--- config.mk ---
export PLATFORM = sky130hd
export DESIGN_NAME = lane_tx_scheduler
export DESIGN_NICKNAME = d
export VERILOG_FILES = /design/src/rtl/lane_tx_scheduler.sv
export SDC_FILE = /design/constraint.sdc
export NUM_CORES = 1
export LEC_CHECK = 0
export BUFFER_PORTS_ARGS = -buffer_cell sky130_fd_sc_hd__buf_2
export CAP_MARGIN = 0
export CORE_UTILIZATION = 44
export DETAILED_ROUTE_END_ITERATION = 6
export PLACE_DENSITY = 0.67
export SLEW_MARGIN = 20
export SYNTH_ARGS = -nofsm -noshare
export SYNTH_HDL_FRONTEND = slang
export SYNTH_SLANG_ARGS = --single-unit
export TNS_END_PERCENT = 5
--- constraint.sdc ---
create_clock -name clk_4f -period 2.6 [get_ports clk_4f]
set_input_delay 0.52 -clock clk_4f [delete_from_list [all_inputs] [get_ports clk_4f]]
set_output_delay 0.52 -clock clk_4f [all_outputs]
set_load 0.1 [all_outputs]
--- src/rtl/lane_tx_scheduler.sv ---
// Transmit scheduler for the four-lane byte link: COM training until lock,
// round-robin payload arbitration, and IDLE/SKP control symbol insertion.
module lane_tx_scheduler #(
    parameter int unsigned COM_COUNT   = 4,
    parameter int unsigned SKIP_PERIOD = 16,
    parameter int unsigned IDLE_LIMIT  = 8,
    parameter logic [7:0]  COM_SYM     = 8'hBC,
    parameter logic [7:0]  IDLE_SYM    = 8'h7C,
    parameter logic [7:0]  SKP_SYM     = 8'h1C
) (
    input  logic       clk_4f,
    input  logic       reset,
    input  logic [7:0] data_0,
    input  logic [7:0] data_1,
    input  logic [7:0] data_2,
    input  logic [7:0] data_3,
    input  logic       valid_0,
    input  logic       valid_1,
    input  logic       valid_2,
    input  logic       valid_3,
    output logic       ready_0,
    output logic       ready_1,
    output logic       ready_2,
    output logic       ready_3,
    input  logic       active_rx,
    output logic [7:0] data_out,
    output logic       valid_out,
    output logic       k_out,
    output logic [1:0] lane_out,
    output logic       idle_out,
    output logic [1:0] state_out
);

    typedef enum logic [1:0] {
        TRAIN  = 2'b00,
        ACTIVE = 2'b01
    } state_t;

    localparam logic [7:0] COM_MAX  = 8'(COM_COUNT);
    localparam logic [7:0] SKP_LAST = 8'(SKIP_PERIOD - 1);
    localparam logic [7:0] IDLE_MAX = 8'(IDLE_LIMIT);

    state_t     state;
    logic [7:0] com_cnt;
    logic [7:0] skp_cnt;
    logic [7:0] idle_cnt;
    logic [1:0] last;

    logic [3:0] valid_vec;
    logic [3:0] grant;
    logic [1:0] grant_lane;
    logic [1:0] scan;
    logic       grant_any;
    logic       skp_slot;
    logic       can_grant;
    logic [7:0] sel_data;

    assign valid_vec = {valid_3, valid_2, valid_1, valid_0};
    assign skp_slot  = (skp_cnt == SKP_LAST);
    assign can_grant = !reset && (state == ACTIVE) && active_rx && !skp_slot;

    // Scan last+1 .. last+4 (mod 4); the fourth step revisits `last` itself.
    always_comb begin
        grant      = '0;
        grant_lane = last;
        grant_any  = 1'b0;
        scan       = last;
        for (int unsigned k = 1; k <= 4; k++) begin
            scan = last + 2'(k);
            if (!grant_any && valid_vec[scan]) begin
                grant_any  = 1'b1;
                grant_lane = scan;
            end
        end
        if (can_grant && grant_any) begin
            grant[grant_lane] = 1'b1;
        end
    end

    assign ready_0 = grant[0];
    assign ready_1 = grant[1];
    assign ready_2 = grant[2];
    assign ready_3 = grant[3];

    always_comb begin
        sel_data = data_0;
        case (grant_lane)
            2'd0: sel_data = data_0;
            2'd1: sel_data = data_1;
            2'd2: sel_data = data_2;
            2'd3: sel_data = data_3;
            default: sel_data = data_0;
        endcase
    end

    assign state_out = state;

    always_ff @(posedge clk_4f) begin
        if (reset) begin
            state     <= TRAIN;
            com_cnt   <= '0;
            skp_cnt   <= '0;
            idle_cnt  <= '0;
            last      <= 2'd3;
            data_out  <= '0;
            valid_out <= 1'b0;
            k_out     <= 1'b0;
            lane_out  <= '0;
            idle_out  <= 1'b0;
        end else begin
            case (state)
                TRAIN: begin
                    valid_out <= 1'b0;
                    k_out     <= 1'b1;
                    idle_out  <= 1'b0;
                    // The entry edge emits an IDLE filler so exactly COM_COUNT COMs lead.
                    if (com_cnt == COM_MAX && active_rx) begin
                        state    <= ACTIVE;
                        com_cnt  <= '0;
                        skp_cnt  <= '0;
                        idle_cnt <= '0;
                        data_out <= IDLE_SYM;
                    end else begin
                        data_out <= COM_SYM;
                        if (com_cnt != COM_MAX) begin
                            com_cnt <= com_cnt + 8'd1;
                        end
                    end
                end
                ACTIVE: begin
                    if (!active_rx) begin
                        state     <= TRAIN;
                        com_cnt   <= '0;
                        data_out  <= COM_SYM;
                        valid_out <= 1'b0;
                        k_out     <= 1'b1;
                        idle_out  <= 1'b0;
                    end else if (skp_slot) begin
                        skp_cnt   <= '0;
                        data_out  <= SKP_SYM;
                        valid_out <= 1'b0;
                        k_out     <= 1'b1;
                    end else begin
                        skp_cnt <= skp_cnt + 8'd1;
                        if (grant_any) begin
                            data_out  <= sel_data;
                            valid_out <= 1'b1;
                            k_out     <= 1'b0;
                            lane_out  <= grant_lane;
                            last      <= grant_lane;
                            idle_cnt  <= '0;
                            idle_out  <= 1'b0;
                        end else begin
                            data_out  <= IDLE_SYM;
                            valid_out <= 1'b0;
                            k_out     <= 1'b1;
                            if (idle_cnt != IDLE_MAX) begin
                                idle_cnt <= idle_cnt + 8'd1;
                                idle_out <= (idle_cnt + 8'd1 == IDLE_MAX);
                            end
                        end
                    end
                end
                default: begin
                    state <= TRAIN;
                end
            endcase
        end
    end

endmodule

; Yosys cells after proc, flatten, opt, wreduce, memory -nomap -nowiden
; Cells that the tools add are included.
; W data, S select, Z words.
[word_totals]
regBits = 41
input_bits = 39
output_inout_bits = 19
word_cells = 117
[classes]
addsub = 6
order_cmp = 6
eq_ne = 17
muxes = 54
bitwise_logic = 1
n_reduce_logical = 23
[op_table]
columns = op, n
row1 = $mux W8, 14
row2 = $pmux W8 S2, 4
row3 = $pmux W8 S4, 1
row4 = $add A8 B1 Y8 const B, 3
row5 = $mux W1, 19
row6 = $eq A8 B4 Y1 const B, 2
row7 = $lt A2 B3 Y1 const B, 5
row8 = $mux W2, 6
row9 = $logic_and A1 B1 Y1, 9
row10 = $reduce_and A3 Y1, 3
row11 = $bmux W1 S2, 4
row12 = $eq A8 B3 Y1 const B, 1
row13 = $ne A2 B2 Y1 const B, 4
row14 = $ne A8 B3 Y1 const B, 1
row15 = $ne A8 B4 Y1 const B, 1
row16 = $ne A3 B3 Y1 const B, 2
row17 = $pmux W1 S2, 3
row18 = $logic_not A1 Y1, 5
row19 = $reduce_and A5 Y1, 1
row20 = $add A2 B2 Y2 const B, 2
row21 = $eq A2 B1 Y1 const B, 2
row22 = $eq A2 B2 Y1 const B, 2
row23 = $logic_not A2 Y1, 2
row24 = $mux W4, 1
row25 = 10 further kinds, 10

; Depth between registers and ports, before layout
; Gate-level depths: netlist of run 1.
[depth]
ltp_word = 19
mapped_depth = 8
depth_no_buf = 7

; Least setup slack after synthesis of run 1
; OpenSTA, ideal clock, no wires.
[synth_path]
kind = reg-to-output
start = register state[0] (netlist: state_out[0])
end = output ready_0
arrival_time_ps = 2973
required_time_ps = 2080
setup_slack_ps = -893
path_stages_with_launch = 6
path_cell_list = dfxtp_1 -> and2_1 -> o21ai_2 -> nor3_2 -> nand2_1 -> nor2_1
[synth_via]
elab_chain_len = 6
[synth_rtl]
columns = item, line
row1 = start: declaration, 43  ; state_t state;
row2 = start signal: assignment, 100  ; state <= TRAIN;
row3 = start signal: assignment, 118  ; state <= ACTIVE;
row4 = start signal: assignment, 132  ; state <= TRAIN;
row5 = $eq A2 B1 Y1, 60  ; assign can_grant = !reset && (state == ACTIVE) && active_rx && !skp_slot;
row6 = $logic_and A1 B1 Y1 (3 in series), 60
row7 = $logic_and A1 B1 Y1, 75  ; if (can_grant && grant_any) begin
row8 = $mux W4, 75
row9 = end: declaration, 21  ; output logic ready_0,
; No other way between the ends.

; Final worst setup path of run 1
[layout_path]
start = register skp_cnt[0]
end = output ready_3
[layout_via]
elab_chain_len = 5
[layout_rtl]
columns = item, line
row1 = start: declaration, 45  ; logic [7:0] skp_cnt;
row2 = start signal: assignment, 144  ; skp_cnt <= skp_cnt + 8'd1;
row3 = $eq A8 B4 Y1, 59  ; assign skp_slot = (skp_cnt == SKP_LAST);
row4 = $logic_not A1 Y1, 60
row5 = $logic_and A1 B1 Y1, 60
row6 = $logic_and A1 B1 Y1, 75
row7 = $mux W4, 75
row8 = end: declaration, 24  ; output logic ready_3,
; No other way between the ends.

==> out/qor.yml, run 1 <==
status: "completed"
initial_core_util: 0.4677
avgSynthCellArea_sq_um: 8.506
hpwlAfterDp_microns: 4694
worst_slack_ps: 115.1
final_max_slew_viol_count: 0
grt_util_met1: 0.2902
critPathKind: "reg2out"
die_h_microns: 76.62
p_leak_nw: 1.271
cts_root_buf: "clkbuf_8"
place_area_sq_um: 2905
finalSetupTns_ps: 0
cts_tree: "done"
final_nets: 393
yosys_warnings: 0
h-tree-depth: 2
use_met2: 0.3559
io_pins: 58
drtIter0Drc: 169
required_ps: 2080
fmax_mhz: 402.4
antenna_found_initial: 0
postCtsSetupBuffers: 0
async_reset_ff_frac: 0
syn_area_sq_um: 2450
dr.pass1.iters: 4
rsz0062_at_grt: "true"
maxSlewHeadroom: 0.6089
num_antenna_cells: 0
cp_cell_sequence: "ha_1 -> nand3_1 -> o21ai_2 -> nor3_2 -> nand2_1 -> nor2_4 -> buf_12"
power_mw: 1.302
synth-edff-count: 0
synth_area_leader_cell: "dfxtp_1"
dp_slack_ps: 350.3
fin_cells: 419
synth_cell_types: 71
path_max_fanout: 4
syn_nets: 333
critPathArrivalTime_ps: 1960
ys_seq_area_frac: 0.3269
syn_inst: 288
die_w_microns: 76.62
ir_worst_vdd_v: 0.0002943
yosys-top-cells-count: "dfxtp_1, nand2_1, nor2_1"
place.gp.congestion: 0.8293
grt_usage: 0.2190
coreArea_sq_um: 5238
ys.flop_type: "dfxtp_1"
die_area_sq_um: 5870
tightest_slew_ps: 583.9
met3_usage: 0.04910
area.growth.synth_to_final_pct: 22.37
avgViaCountPerCell: 5.692
first_global_vias: 2189
wirelength_microns: 6135
stdcell_area_sq_um: 2998
grt.busiest_layer: "met2"
hold_slack_ps: 459.7
overflow: 0
cts.path.max_buffers: 2
row_count: 26
hold_path.class: "reg2reg"
drive_above_1_share: 0.3009
clkSinkCount: 40
worst_setup_path_start_kind: "flop"
post-route-util: 0.5724
grt_max_degree: 28
max_stage_delay_ps: 340
p_per_area_nw_per_um2: 434.4
maxCapViolations: 0
timing.final.crit_share: 0.9557
ys_seq_elements: 40
io_buffers: 56
end_kind: "output pin"
hold_viol: 0
ant_nets: 0
placedCellCount: 411
cts-buffers-inserted: 5
setup_viol: 0
routedWlPerCell_microns: 14.64
yosys-top-cells-area: "dfxtp_1, nand2_1, nor2_1, ha_1, a21oi_1"
drt_drc_violations_left: 0
detailroute.via_count: 2385
synth_top_cell_area_share: 0.3269
grt_pass1_wl_microns: 10310
yosys.cell_count.top_type: "dfxtp_1"
cts.clk_slew.worst_paths_ps: 70
clk_latency_ps: 290
finalCriticalPeriod_ps: 2485
ctsResizeCount: 0
cpMaxStageDelayCell: "dfxtp_1"
fin_skew_ps: 5.266
## sequential cells by signal, summed over array words and instances, names as in the netlist
signal / count
com_cnt: 8
data_out: 8
idle_cnt: 8
skp_cnt: 8
lane_out: 2
last: 2
idle_out: 1
k_out: 1
state_out: 1
valid_out: 1
## path summary, 6_finish.rpt
kind              depth (start not counted)         from  slack, ps          end
hold / removal                            2  lane_out[1]        460  lane_out[1]
hold reg to reg                           2  lane_out[1]        460  lane_out[1]
setup reg to reg                          5      last[1]        540  data_out[7]
setup / recovery                          7   skp_cnt[0]        120      ready_3
## area by class of cell
class / count / area, sq um
Clock buffer: 6 / 82.58
Multi-Input combinational cell: 227 / 1570
Clock inverter: 2 / 10.01
Timing Repair Buffer: 66 / 415.4
Sequential cell: 40 / 802.0
Fill cell: 490 / 2240
Tap cell: 70 / 87.58
Inverter: 8 / 30.03
## layout by cell type (no fill, tap or decap), types with 5 or more instances in the layout
cell | netlist | routed
clkbuf_8 | 0 | 6
buf_4 | 1 | 10
inv_1 | 7 | 7
ha_1 | 6 | 6
a21oi_1 | 12 | 12
nor2_1 | 33 | 29
nand4_1 | 5 | 5
xor2_1 | 5 | 5
dfxtp_1 | 40 | 39
nand3_1 | 10 | 10
o21ai_1 | 7 | 7
nand2_1 | 39 | 39
buf_2 | 3 | 52
nor2_4 | 1 | 5
a31oi_1 | 8 | 8
and3_1 | 8 | 8
## worst max-delay path, delay by kind of cell, from the launching register on
family,cells,cell delay (ps)
AOI/OAI and AO/OA,1,110
DFF,1,340
adders and majority gates,1,240
and+or+nand+nor,4,800
buffers and inverters,1,180
## what timing repair did
action | CTS | global route
endpoints found under the hold margin | 0 | 0
setup endpoints to repair | 0 | 4
hold buffers | 0 | 0
## layer usage
layer | share of wire | up-vias
met5 | 0 | -
met4 | 0.0091 | 0
met3 | 0.048 | 8
met2 | 0.47 | 55
met1 | 0.47 | 1128
li1 | - | 1194
## power breakdown
| group | leakage, nW | switching [mW] | internal (mW) |
|---|---|---|---|
| clock network | 0.0510 | 0.204 | 0.212 |
| registers | 0.326 | 0.00871 | 0.627 |
| logic | 0.895 | 0.165 | 0.0852 |
| total | 1.27 | 0.378 | 0.924 |
## cell families after synthesis
kind of cell / Yosys count / share of synthesized area
AO/OA/AOI/OAI: 74 / 0.2339
XOR/XNOR: 5 / 0.01787
adder cells (fa/ha/maj): 6 / 0.03064
buffers and inverters: 21 / 0.04443
flip-flops: 40 / 0.3269
multiplexers: 6 / 0.03064
other: 1 / 0.001531
AND/OR/NAND/NOR: 135 / 0.3141
Note: power is estimated with default switching activity, not from simulation.
==> run 2: changes to the inputs <==
Settings changed: CORE_ASPECT_RATIO from default to 1.5, REMOVE_ABC_BUFFERS from default to 1.
Clock period 2.6 ns to 2.85 ns, I/O delays scaled along.
==> run 2 against run 1 <==
Via count did not move. Global-route usage rose by 0.74 points. Hold slack improved by 19 ps. Largest power group unchanged.
==> out/qor.yml, run 2 (same netlist as run 1, synthesis figures left out) <==
final_nets: 395
timing.final.crit_share: 0.8794
p_leak_nw: 1.286
first_global_vias: 2288
hold_viol: 0
ir_worst_vdd_v: 0.0003189
setup_viol: 0
clkSinkCount: 40
grt_max_degree: 28
ff2ff_path_depth: 7
fmax_mhz: 399.0
layout_commonest_cell: "buf_2"
worst_setup_path_start_kind: "flop"
required_ps: 2280
critPathKind: "reg2out"
cpMaxStageDelayCell: "dfxtp_1"
clk_latency_ps: 290
path_max_fanout: 10
cts-buffers-inserted: 5
h-tree-depth: 2
wirelength_microns: 6297
ctsResizeCount: 0
rsz0062_at_grt: "false"
worst_slack_ps: 343.8
hpwlAfterDp_microns: 4800
clockPowerShare: 0.361
io_buffers: 56
final_max_slew_viol_count: 0
maxSlewHeadroom: 0.6117
fin_skew_ps: 6.158
coreArea_sq_um: 5245
drt_drc_violations_left: 0
reg2reg_slack_ps: 680
hold_end: "lane_out[1]"
avgViaCountPerCell: 5.692
grt_usage: 0.2265
seq_area_sq_um: 800.8
routedWlPerCell_microns: 15.03
pwr-share-comb: 0.181
layout_common_cells: "buf_2, dfxtp_1, nand2_1"
status: "completed"
place.gp.congestion: 0.8427
max_stage_delay_ps: 540
p_sw_mw: 0.3550
maxCapViolations: 0
nFillCells: 479
power_frac_seq: 0.458
r2r_start: "com_cnt[0]"
initial_core_util: 0.4671
crit_family: "flip-flops"
finalCriticalPeriod_ps: 2506
overflow: 0
p_int_mw: 0.9103
cts.clk_slew.worst_paths_ps: 80
detailroute.via_count: 2385
die_area_sq_um: 5877
drtIter0Drc: 108
die_w_microns: 62.93
hp-start: "lane_out[1]"
whs_path_depth: 2
path_buf_inv: 1
cp_cell_sequence: "nor2b_1 -> o31ai_4 -> nand2_1 -> nor2_1 -> buf_12"
cts_root_buf: "clkbuf_8"
antenna_found_initial: 0
tightest_slew_ps: 579.8
critPathArrivalTime_ps: 1940
area.growth.synth_to_final_pct: 22.22
cts.path.max_buffers: 2
row_count: 32
num_antenna_cells: 0
drive_above_1_share: 0.2877
multi_input_area_sq_um: 1540
dr.pass1.iters: 4
dp_slack_ps: 209.0
p_sw_frac: 0.2806
p_per_area_nw_per_um2: 422.6
io_pins: 58
end_kind: "output pin"
hold_path.class: "reg2reg"
finalSetupTns_ps: 0
grt_pass1_wl_microns: 10560
ant_nets: 0
r2r_end: "idle_cnt[1]"
place_area_sq_um: 2864
cts_tree: "done"
stdcell_area_sq_um: 2994
die_h_microns: 93.39
==> run 2: cell count changes in the layout (fill, tap and decap cells not counted) <==
| cell | before | now |
|---|---|---|
| buf_4 | 10 | 12 |
| bufinv_16 | 0 | 1 |
| clkbuf_1 | 0 | 1 |
| clkbuf_8 | 6 | 5 |
| clkinv_2 | 2 | 1 |
| dfxtp_1 | 39 | 40 |
| dfxtp_2 | 1 | 0 |
| nor2_1 | 29 | 33 |
| nor2_4 | 5 | 1 |
==> run 2: how the worst max path moves through the flow <==
| stage | from | end | depth (start not counted) |
|---|---|---|---|
| after floorplan | state_out[0] | ready_0 | 5 |
| after global placement | valid_0 | ready_1 | 6 |
| after detailed placement | valid_3 | ready_0 | 6 |
| after CTS | last[1] | ready_0 | 5 |
| after global routing | last[1] | ready_1 | 5 |
| final | last[1] | ready_0 | 5 |
==> run 2: metal layers <==
layer,track usage,part of all wire,wire [microns]
met5,0,0,0
met4,0.07946,0.021,133
met1,0.2414,0.41,2554
met2,0.4355,0.53,3325
met3,0.03902,0.045,284
==> run 2: stage by stage <==
step | hold WS [ps] | cells | utilization | power (mW)
after floorplan | 433.7 | 275 | - | 0.7397
after global placement | 450.2 | 408 | 0.5460 | 0.8164
after detailed placement | 462.8 | 408 | 0.5460 | 0.8174
after CTS | 474.0 | 416 | 0.5666 | 1.274
after global routing | 507.6 | 419 | 0.5708 | 1.326
final | 478.6 | 419 | 0.5708 | 1.265
==> run 2: final cells by class <==
class,instances,share of cell area
inverter,8,0.01003
multi-input combinational,227,0.5144
clock buffer,6,0.02424
tap,68,0.02842
timing repair buffer,68,0.1438
sequential,40,0.2674
clock inverter,2,0.01170
==> run 2: worst min-delay path: stages, from the launching register on <==
cell     delay [ps]
dfxtp_1         320
inv_1            50
o21ai_1          60
==> run 2: repair_timing <==
item / 4_1_cts / 5_1_grt
setup buffers: 0 / 3
hold buffers: 0 / 0
endpoints found under the hold margin: 0 / 0
setup endpoints to repair: 0 / 2
==> run 2: power by group through the flow <==
| stage | clock, mW | combinational (mW) | sequential [mW] |
|---|---|---|---|
| 2_1_floorplan | 0 | 0.0985 | 0.641 |
| 3_3_place_gp | 0 | 0.224 | 0.592 |
| 3_5_place_dp | 0 | 0.225 | 0.593 |
| 4_1_cts | 0.469 | 0.225 | 0.579 |
| 5_1_grt | 0.498 | 0.247 | 0.581 |
| 6_report | 0.457 | 0.229 | 0.579 |
